**src/rtl/riscv_mmio_pkg.sv**
```systemverilog
// Shared MMIO definitions for the data-memory stage: window base, register offsets,
// timer control bit positions and the write payload handed to the timer.
package riscv_mmio_pkg;

   localparam logic [31:0] MMIO_BASE_DEFAULT = 32'hFFFF_FF00;

   localparam logic [7:0] OFF_GPIO_OUT = 8'h00;
   localparam logic [7:0] OFF_GPIO_IN  = 8'h04;
   localparam logic [7:0] OFF_TCNT     = 8'h08;
   localparam logic [7:0] OFF_TCMP     = 8'h0C;
   localparam logic [7:0] OFF_TSTAT    = 8'h10;
   localparam logic [7:0] OFF_TCTRL    = 8'h14;

   localparam int unsigned TCTRL_EN       = 0;
   localparam int unsigned TCTRL_AUTO_CLR = 1;
   localparam int unsigned TCTRL_IRQ_EN   = 2;
   localparam int unsigned TCTRL_W        = 3;

   localparam int unsigned DATA_W = 32;

   typedef struct packed {
      logic              wrTcnt;
      logic              wrTcmp;
      logic              wrStat;
      logic              wrCtrl;
      logic [DATA_W-1:0] data;
   } timerWr_t;

endpackage

```
**src/rtl/mmio_timer.sv**
```systemverilog
// 32-bit compare timer: free-running counter, compare register, sticky match flag (W1C)
// and a registered interrupt level equal to match & irq_en.
module mmio_timer
   import riscv_mmio_pkg::*;
(
   input  logic               clk,
   input  logic               reset,
   input  timerWr_t           wr,
   output logic [DATA_W-1:0]  tcnt,
   output logic [DATA_W-1:0]  tcmp,
   output logic               match,
   output logic [TCTRL_W-1:0] tctrl,
   output logic               timer_irq
);

   logic [DATA_W-1:0]  tcntNext;
   logic [DATA_W-1:0]  tcmpNext;
   logic               matchNext;
   logic [TCTRL_W-1:0] tctrlNext;
   logic               irqNext;
   logic               hit;

   // Next-state: CPU writes beat counting, a new match beats W1C
   always_comb begin
      tcntNext  = tcnt;
      tcmpNext  = tcmp;
      matchNext = match;
      tctrlNext = tctrl;
      hit       = tctrl[TCTRL_EN] && (tcnt == tcmp);

      if (wr.wrTcnt)
         tcntNext = wr.data;
      else if (hit && tctrl[TCTRL_AUTO_CLR])
         tcntNext = '0;
      else if (tctrl[TCTRL_EN])
         tcntNext = tcnt + DATA_W'(1);

      if (wr.wrTcmp)
         tcmpNext = wr.data;

      if (hit)
         matchNext = 1'b1;
      else if (wr.wrStat && wr.data[0])
         matchNext = 1'b0;

      if (wr.wrCtrl)
         tctrlNext = wr.data[TCTRL_W-1:0];

      irqNext = matchNext & tctrlNext[TCTRL_IRQ_EN];
   end

   always_ff @(posedge clk) begin
      if (reset) begin
         tcnt      <= '0;
         tcmp      <= '1;
         match     <= 1'b0;
         tctrl     <= '0;
         timer_irq <= 1'b0;
      end else begin
         tcnt      <= tcntNext;
         tcmp      <= tcmpNext;
         match     <= matchNext;
         tctrl     <= tctrlNext;
         timer_irq <= irqNext;
      end
   end

endmodule

```
**src/rtl/dmem_mmio.sv**
```systemverilog
// Memory-stage data port: word RAM with combinational read, plus a 256-byte MMIO window
// holding GPIO (with input synchroniser) and the compare timer.
module dmem_mmio
   import riscv_mmio_pkg::*;
#(
   parameter int unsigned DEPTH     = 64,
   parameter logic [31:0] MMIO_BASE = MMIO_BASE_DEFAULT,
   parameter int unsigned GPIO_W    = 8
) (
   input  logic              clk,
   input  logic              reset,
   input  logic              we,
   input  logic [31:0]       addr,
   input  logic [31:0]       wdata,
   output logic [31:0]       rdata,
   input  logic [GPIO_W-1:0] gpio_in,
   output logic [GPIO_W-1:0] gpio_out,
   output logic              timer_irq
);

   localparam int unsigned AW = $clog2(DEPTH);

   logic [31:0]       mem [DEPTH];
   logic              ramHit;
   logic [AW-1:0]     ramIdx;
   logic              mmioHit;
   logic [5:0]        wordOff;
   logic [GPIO_W-1:0] gpioSync1;
   logic [GPIO_W-1:0] gpioSync2;
   timerWr_t          timerWr;
   logic [31:0]       tcnt;
   logic [31:0]       tcmp;
   logic              match;
   logic [TCTRL_W-1:0] tctrl;
   logic              unusedAddrLsb;

   assign unusedAddrLsb = ^addr[1:0];

   assign ramHit  = (addr[31:AW+2] == '0);
   assign ramIdx  = addr[AW+1:2];
   assign mmioHit = (addr[31:8] == MMIO_BASE[31:8]);
   assign wordOff = addr[7:2];

   assign timerWr = '{
      wrTcnt: we && mmioHit && (wordOff == OFF_TCNT[7:2]),
      wrTcmp: we && mmioHit && (wordOff == OFF_TCMP[7:2]),
      wrStat: we && mmioHit && (wordOff == OFF_TSTAT[7:2]),
      wrCtrl: we && mmioHit && (wordOff == OFF_TCTRL[7:2]),
      data:   wdata
   };

   // RAM has no reset; a write coinciding with reset is dropped
   always_ff @(posedge clk) begin
      if (!reset && we && ramHit)
         mem[ramIdx] <= wdata;
   end

   always_ff @(posedge clk) begin
      if (reset) begin
         gpio_out  <= '0;
         gpioSync1 <= '0;
         gpioSync2 <= '0;
      end else begin
         gpioSync1 <= gpio_in;
         gpioSync2 <= gpioSync1;
         if (we && mmioHit && (wordOff == OFF_GPIO_OUT[7:2]))
            gpio_out <= wdata[GPIO_W-1:0];
      end
   end

   mmio_timer uTimer (
      .clk       (clk),
      .reset     (reset),
      .wr        (timerWr),
      .tcnt      (tcnt),
      .tcmp      (tcmp),
      .match     (match),
      .tctrl     (tctrl),
      .timer_irq (timer_irq)
   );

   // Read mux; unmapped space and unmapped offsets read as zero
   always_comb begin
      rdata = '0;
      if (ramHit) begin
         rdata = mem[ramIdx];
      end else if (mmioHit) begin
         if      (wordOff == OFF_GPIO_OUT[7:2]) rdata = 32'(gpio_out);
         else if (wordOff == OFF_GPIO_IN[7:2])  rdata = 32'(gpioSync2);
         else if (wordOff == OFF_TCNT[7:2])     rdata = tcnt;
         else if (wordOff == OFF_TCMP[7:2])     rdata = tcmp;
         else if (wordOff == OFF_TSTAT[7:2])    rdata = 32'(match);
         else if (wordOff == OFF_TCTRL[7:2])    rdata = 32'(tctrl);
      end
   end

endmodule

```
**config.mk**
```make
export PLATFORM = sky130hd
export DESIGN_NAME = dmem_mmio
export DESIGN_NICKNAME = d
export VERILOG_FILES = /design/src/rtl/riscv_mmio_pkg.sv /design/src/rtl/mmio_timer.sv /design/src/rtl/dmem_mmio.sv
export SDC_FILE = /design/constraint.sdc
export NUM_CORES = 2
export LEC_CHECK = 0
export ABC_AREA = 1
export BUFFER_PORTS_ARGS = -buffer_cell sky130_fd_sc_hd__buf_2
export CORE_MARGIN = 5
export CORE_UTILIZATION = 30
export DETAILED_ROUTE_END_ITERATION = 16
export GPL_TIMING_DRIVEN = 0
export HOLD_SLACK_MARGIN = 0.08
export PLACE_DENSITY = 0.45
export SLEW_MARGIN = 20
export SYNTH_ARGS = -nofsm -noshare
export SYNTH_HDL_FRONTEND = slang
export SYNTH_SLANG_ARGS = --single-unit
```
**constraint.sdc**
```tcl
create_clock -name clk -period 7.6 [get_ports clk]
set_input_delay 2.28 -clock clk [delete_from_list [all_inputs] [get_ports clk]]
set_output_delay 2.28 -clock clk [all_outputs]
set_load 0.05 [all_outputs]
```
==> impl_results.md <==
- Vias in the first global route: 58,731
- Post-synthesis mux area share: 0%
- Crit path kind: input pin to output port
- Critical Path Start Type: input pin
- Arrival @ worst endpoint: 5.55 ns
- Max Fclk: 0.1277 GHz
- Largest family of logic cells by synthesized area: simple AND/OR/NAND/NOR gates
- Net Count, Synth: 7,272
- Vias: 63,227
- CP Capture Type: output port
- Post-synthesis async set-or-reset flop share: 0%
- Initial DRC Count: 8,558
- Post-synth top cells: edfxtp_1, nand2_1, nor2_1
- Syn Area/Cell: 11.97 µm²
- Largest cells by area after synthesis: edfxtp_1, nand2_1, nor2_1
- Slowest-stage cell, CP: nand4_1
- Post-DP Area: 95,920 µm²
- Share of cells above drive strength 1: 14.59%
- Post-Synth XOR/XNOR Area: 0.2034%
- Post-route worst setup slack: -0.2286 ns
- # nets final: 7,802
- DRT antenna net count: 0
- Synth Area in Compound Gates: 7.275%
- Ys flop type: edfxtp_1
- Synthesized area: 86,110 µm²
- Total clock buffers created by CTS: 228
- Synth Warn #: 0
- Largest net degree at the start of global routing: 67
- Final wirelength: 377,900 µm
- Starting density of the core: 30.17%
- Worst-margin pin slew: 1.333 ns
- Delay of the slowest critical-path stage: 0.46 ns
- Clock root buffer master: clkbuf_16
- Worst ir drop on vdd: 0.0002556 V
- Post-synth top area cell: edfxtp_1
- Clock slew at reported path FFs: 0.06 ns
- Failing checks: setup timing
- Yosys top cell area share: 71.42%
- Post-synth EDFFs: 2,048
- Routability cong.: 0.9534
- Fin area: 104,500 µm²
- CTS Buffer Depth: 3
- Final setup violation count: 20
- Max_cap viols: 0
- Std-Cell Rows: 196
- LEAKAGE: 0.03540 µW
- Top cell family by delay on the critical path: buffers and inverters
- Final Skew: 0.02255 ns
- Io pins: 116
- Pre-CTS WS: -1.291 ns
- Synth cell types: 42
- Status: finished with violations
- Routed len/inst: 32.30 µm
- DIE WIDTH: 545.8 µm
- RSZ-0062 raised after global routing: yes
- Core Footprint: 285,500 µm²
- PortBufs: 111
- H-tree levels: 4
- GRT Total Usage: 24.49%
- Crit-path max FO: 10
- Post-DP HPWL: 268,400 µm
- Grt total ovfl: 0
- Type of the worst min-delay path: flip-flop to flip-flop
- Synthesized instance count: 7,196
- CP required: 5.32 ns
- Power after layout: 25,920 µW
- Register area share after synthesis: 73.58%
- DIE AREA: 297,900 µm²
- Dpl cells: 11,253
- Final period util: 103.0%
- Pre-antenna DRT Iters: 6
- Shortest period the worst path allows: 7.829 ns
- Pwr dens: 247.9 nW/µm²
- CTS tree: yes
- Die height: 545.8 µm
- Clock sink count: 2,141
- Synth-to-Final Area Change: 21.41%
- TNS Setup: -1.376 ns
- Buf/Inv on CP: 4
- Simple logic cell fraction of the synthesized area: 15.87%
- Hold Vio Cnt, Final: 0
- First-pass GRT wire length: 506,900 µm
- Crit path cell chain: buf_2 > clkbuf_4 > clkbuf_2 > nand4_1 > nand3_1 > nand3_1 > nand2_1 > nand2_2 > o21ai_1 > nand2_1 > buf_4
- Clock latency at the later pin of the worst-skew pair: 0.91 ns
- Layout Cells excl Fill: 11,700
- Rel. slew slack: 11.12%
- Slew Limit Fails: 0
- Via/cell ratio: 5.404
- Adder-cell share of the synthesized area: 0.01453%
- Most frequent cell after synthesis: edfxtp_1
- Seq cells post-synth: 2,141
- # DRC: 0
- Initial antenna violation count: 33
==> routing by layer <==
| layer | track usage (%) | up-vias | wire length (µm) |
|---|---|---|---|
| met4 | 10.02 | 4 | 16930 |
| met1 | 33.83 | 32264 | 155900 |
| met5 | 0 | - | 28 |
| met2 | 37.51 | 3517 | 168000 |
| met3 | 5.207 | 639 | 37080 |
| li1 | - | 26803 | - |
==> per-stage QoR <==
stage | utilization (%) | hold WS [ns]
after global placement | 32.01 | 0.4024
after detailed placement | 33.60 | 0.3946
after CTS | 36.54 | 0.4082
after floorplan | - | 0.3883
after global routing | 36.61 | 0.4343
final | 36.63 | 0.4153
==> registers in the layout, summed over array words and instances, names as in the netlist <==
register	flops
gpioSync1	8
gpioSync2	8
gpio_out	8
mem	2048
uTimer.match	1
uTimer.tcmp	32
uTimer.tcnt	32
uTimer.tctrl	3
uTimer.timer_irq	1
==> worst register-to-register path, delay by kind of cell (launching register included) <==
kind | cells | cell delay [ns]
simple gates | 12 | 1.82
flops | 1 | 0.53
fa+ha+maj | 1 | 0.33
==> cell type report <==
class                      count  area, µm²
antenna                       14      35.03
fill                       27818     180900
inverter                     189      720.7
buffer                       424       2475
timing repair buffer         300       4706
sequential                  2141      63360
clock inverter               154       1511
multi-input combinational   4442      21090
tap                         3762       4707
clock buffer                 274       5942
==> placed cells by master (no fill, tap or decap), drive strengths merged, types with 16 or more instances in the layout <==
master  synthesis  layout
a21oi         134     134
buf           223     510
bufinv          0      25
clkbuf        201     487
clkinv          3     119
dfxtp          93      93
edfxtp       2048    2048
inv           186     192
nand2        1747    1747
nand3         406     406
nand4         194     194
nor2          967     967
nor3           20      20
o211ai        316     316
o21ai         577     577
o22ai          26      26
xor2           16      16
==> where the power goes <==
part,leakage [µW],switching (µW),internal [µW],total [µW]
sequential,0.0192,1.18,12900,12900
combinational,0.0126,1360,383,1740
clock,0.00364,4850,6410,11300
total,0.0354,6210,19700,25900
==> path summary, 6_finish.rpt <==
check,startpoint,end,slack (ns),depth (start not counted)
worst max-delay path,addr[4],rdata[10],-0.23,11
worst min-delay path,gpioSync1[5]$_SDFF_PP0_,gpioSync2[5]$_SDFF_PP0_,0.42,2
worst max register to register,uTimer.tcnt[0]$_SDFFE_PP0P_,uTimer.tcnt[26]$_SDFFE_PP0P_,4.78,13
worst min register to register,gpioSync1[5]$_SDFF_PP0_,gpioSync2[5]$_SDFF_PP0_,0.42,2
==> cell families after synthesis <==
kind of cell	count (synthesis)
AO/OA/AOI/OAI	1075
XOR/XNOR	20
adder cells (fa/ha/maj)	1
buffers and inverters	613
flip-flops	2141
AND/OR/NAND/NOR	3346
==> repair_timing <==
item                       in CTS  in global routing
setup buffers                   5                  0
setup endpoints to repair      32                 31
pin swaps                      11                 10
hold buffers                    0                  0
gates resized for setup       325                 92
Power figures use the tool's default switching activity.
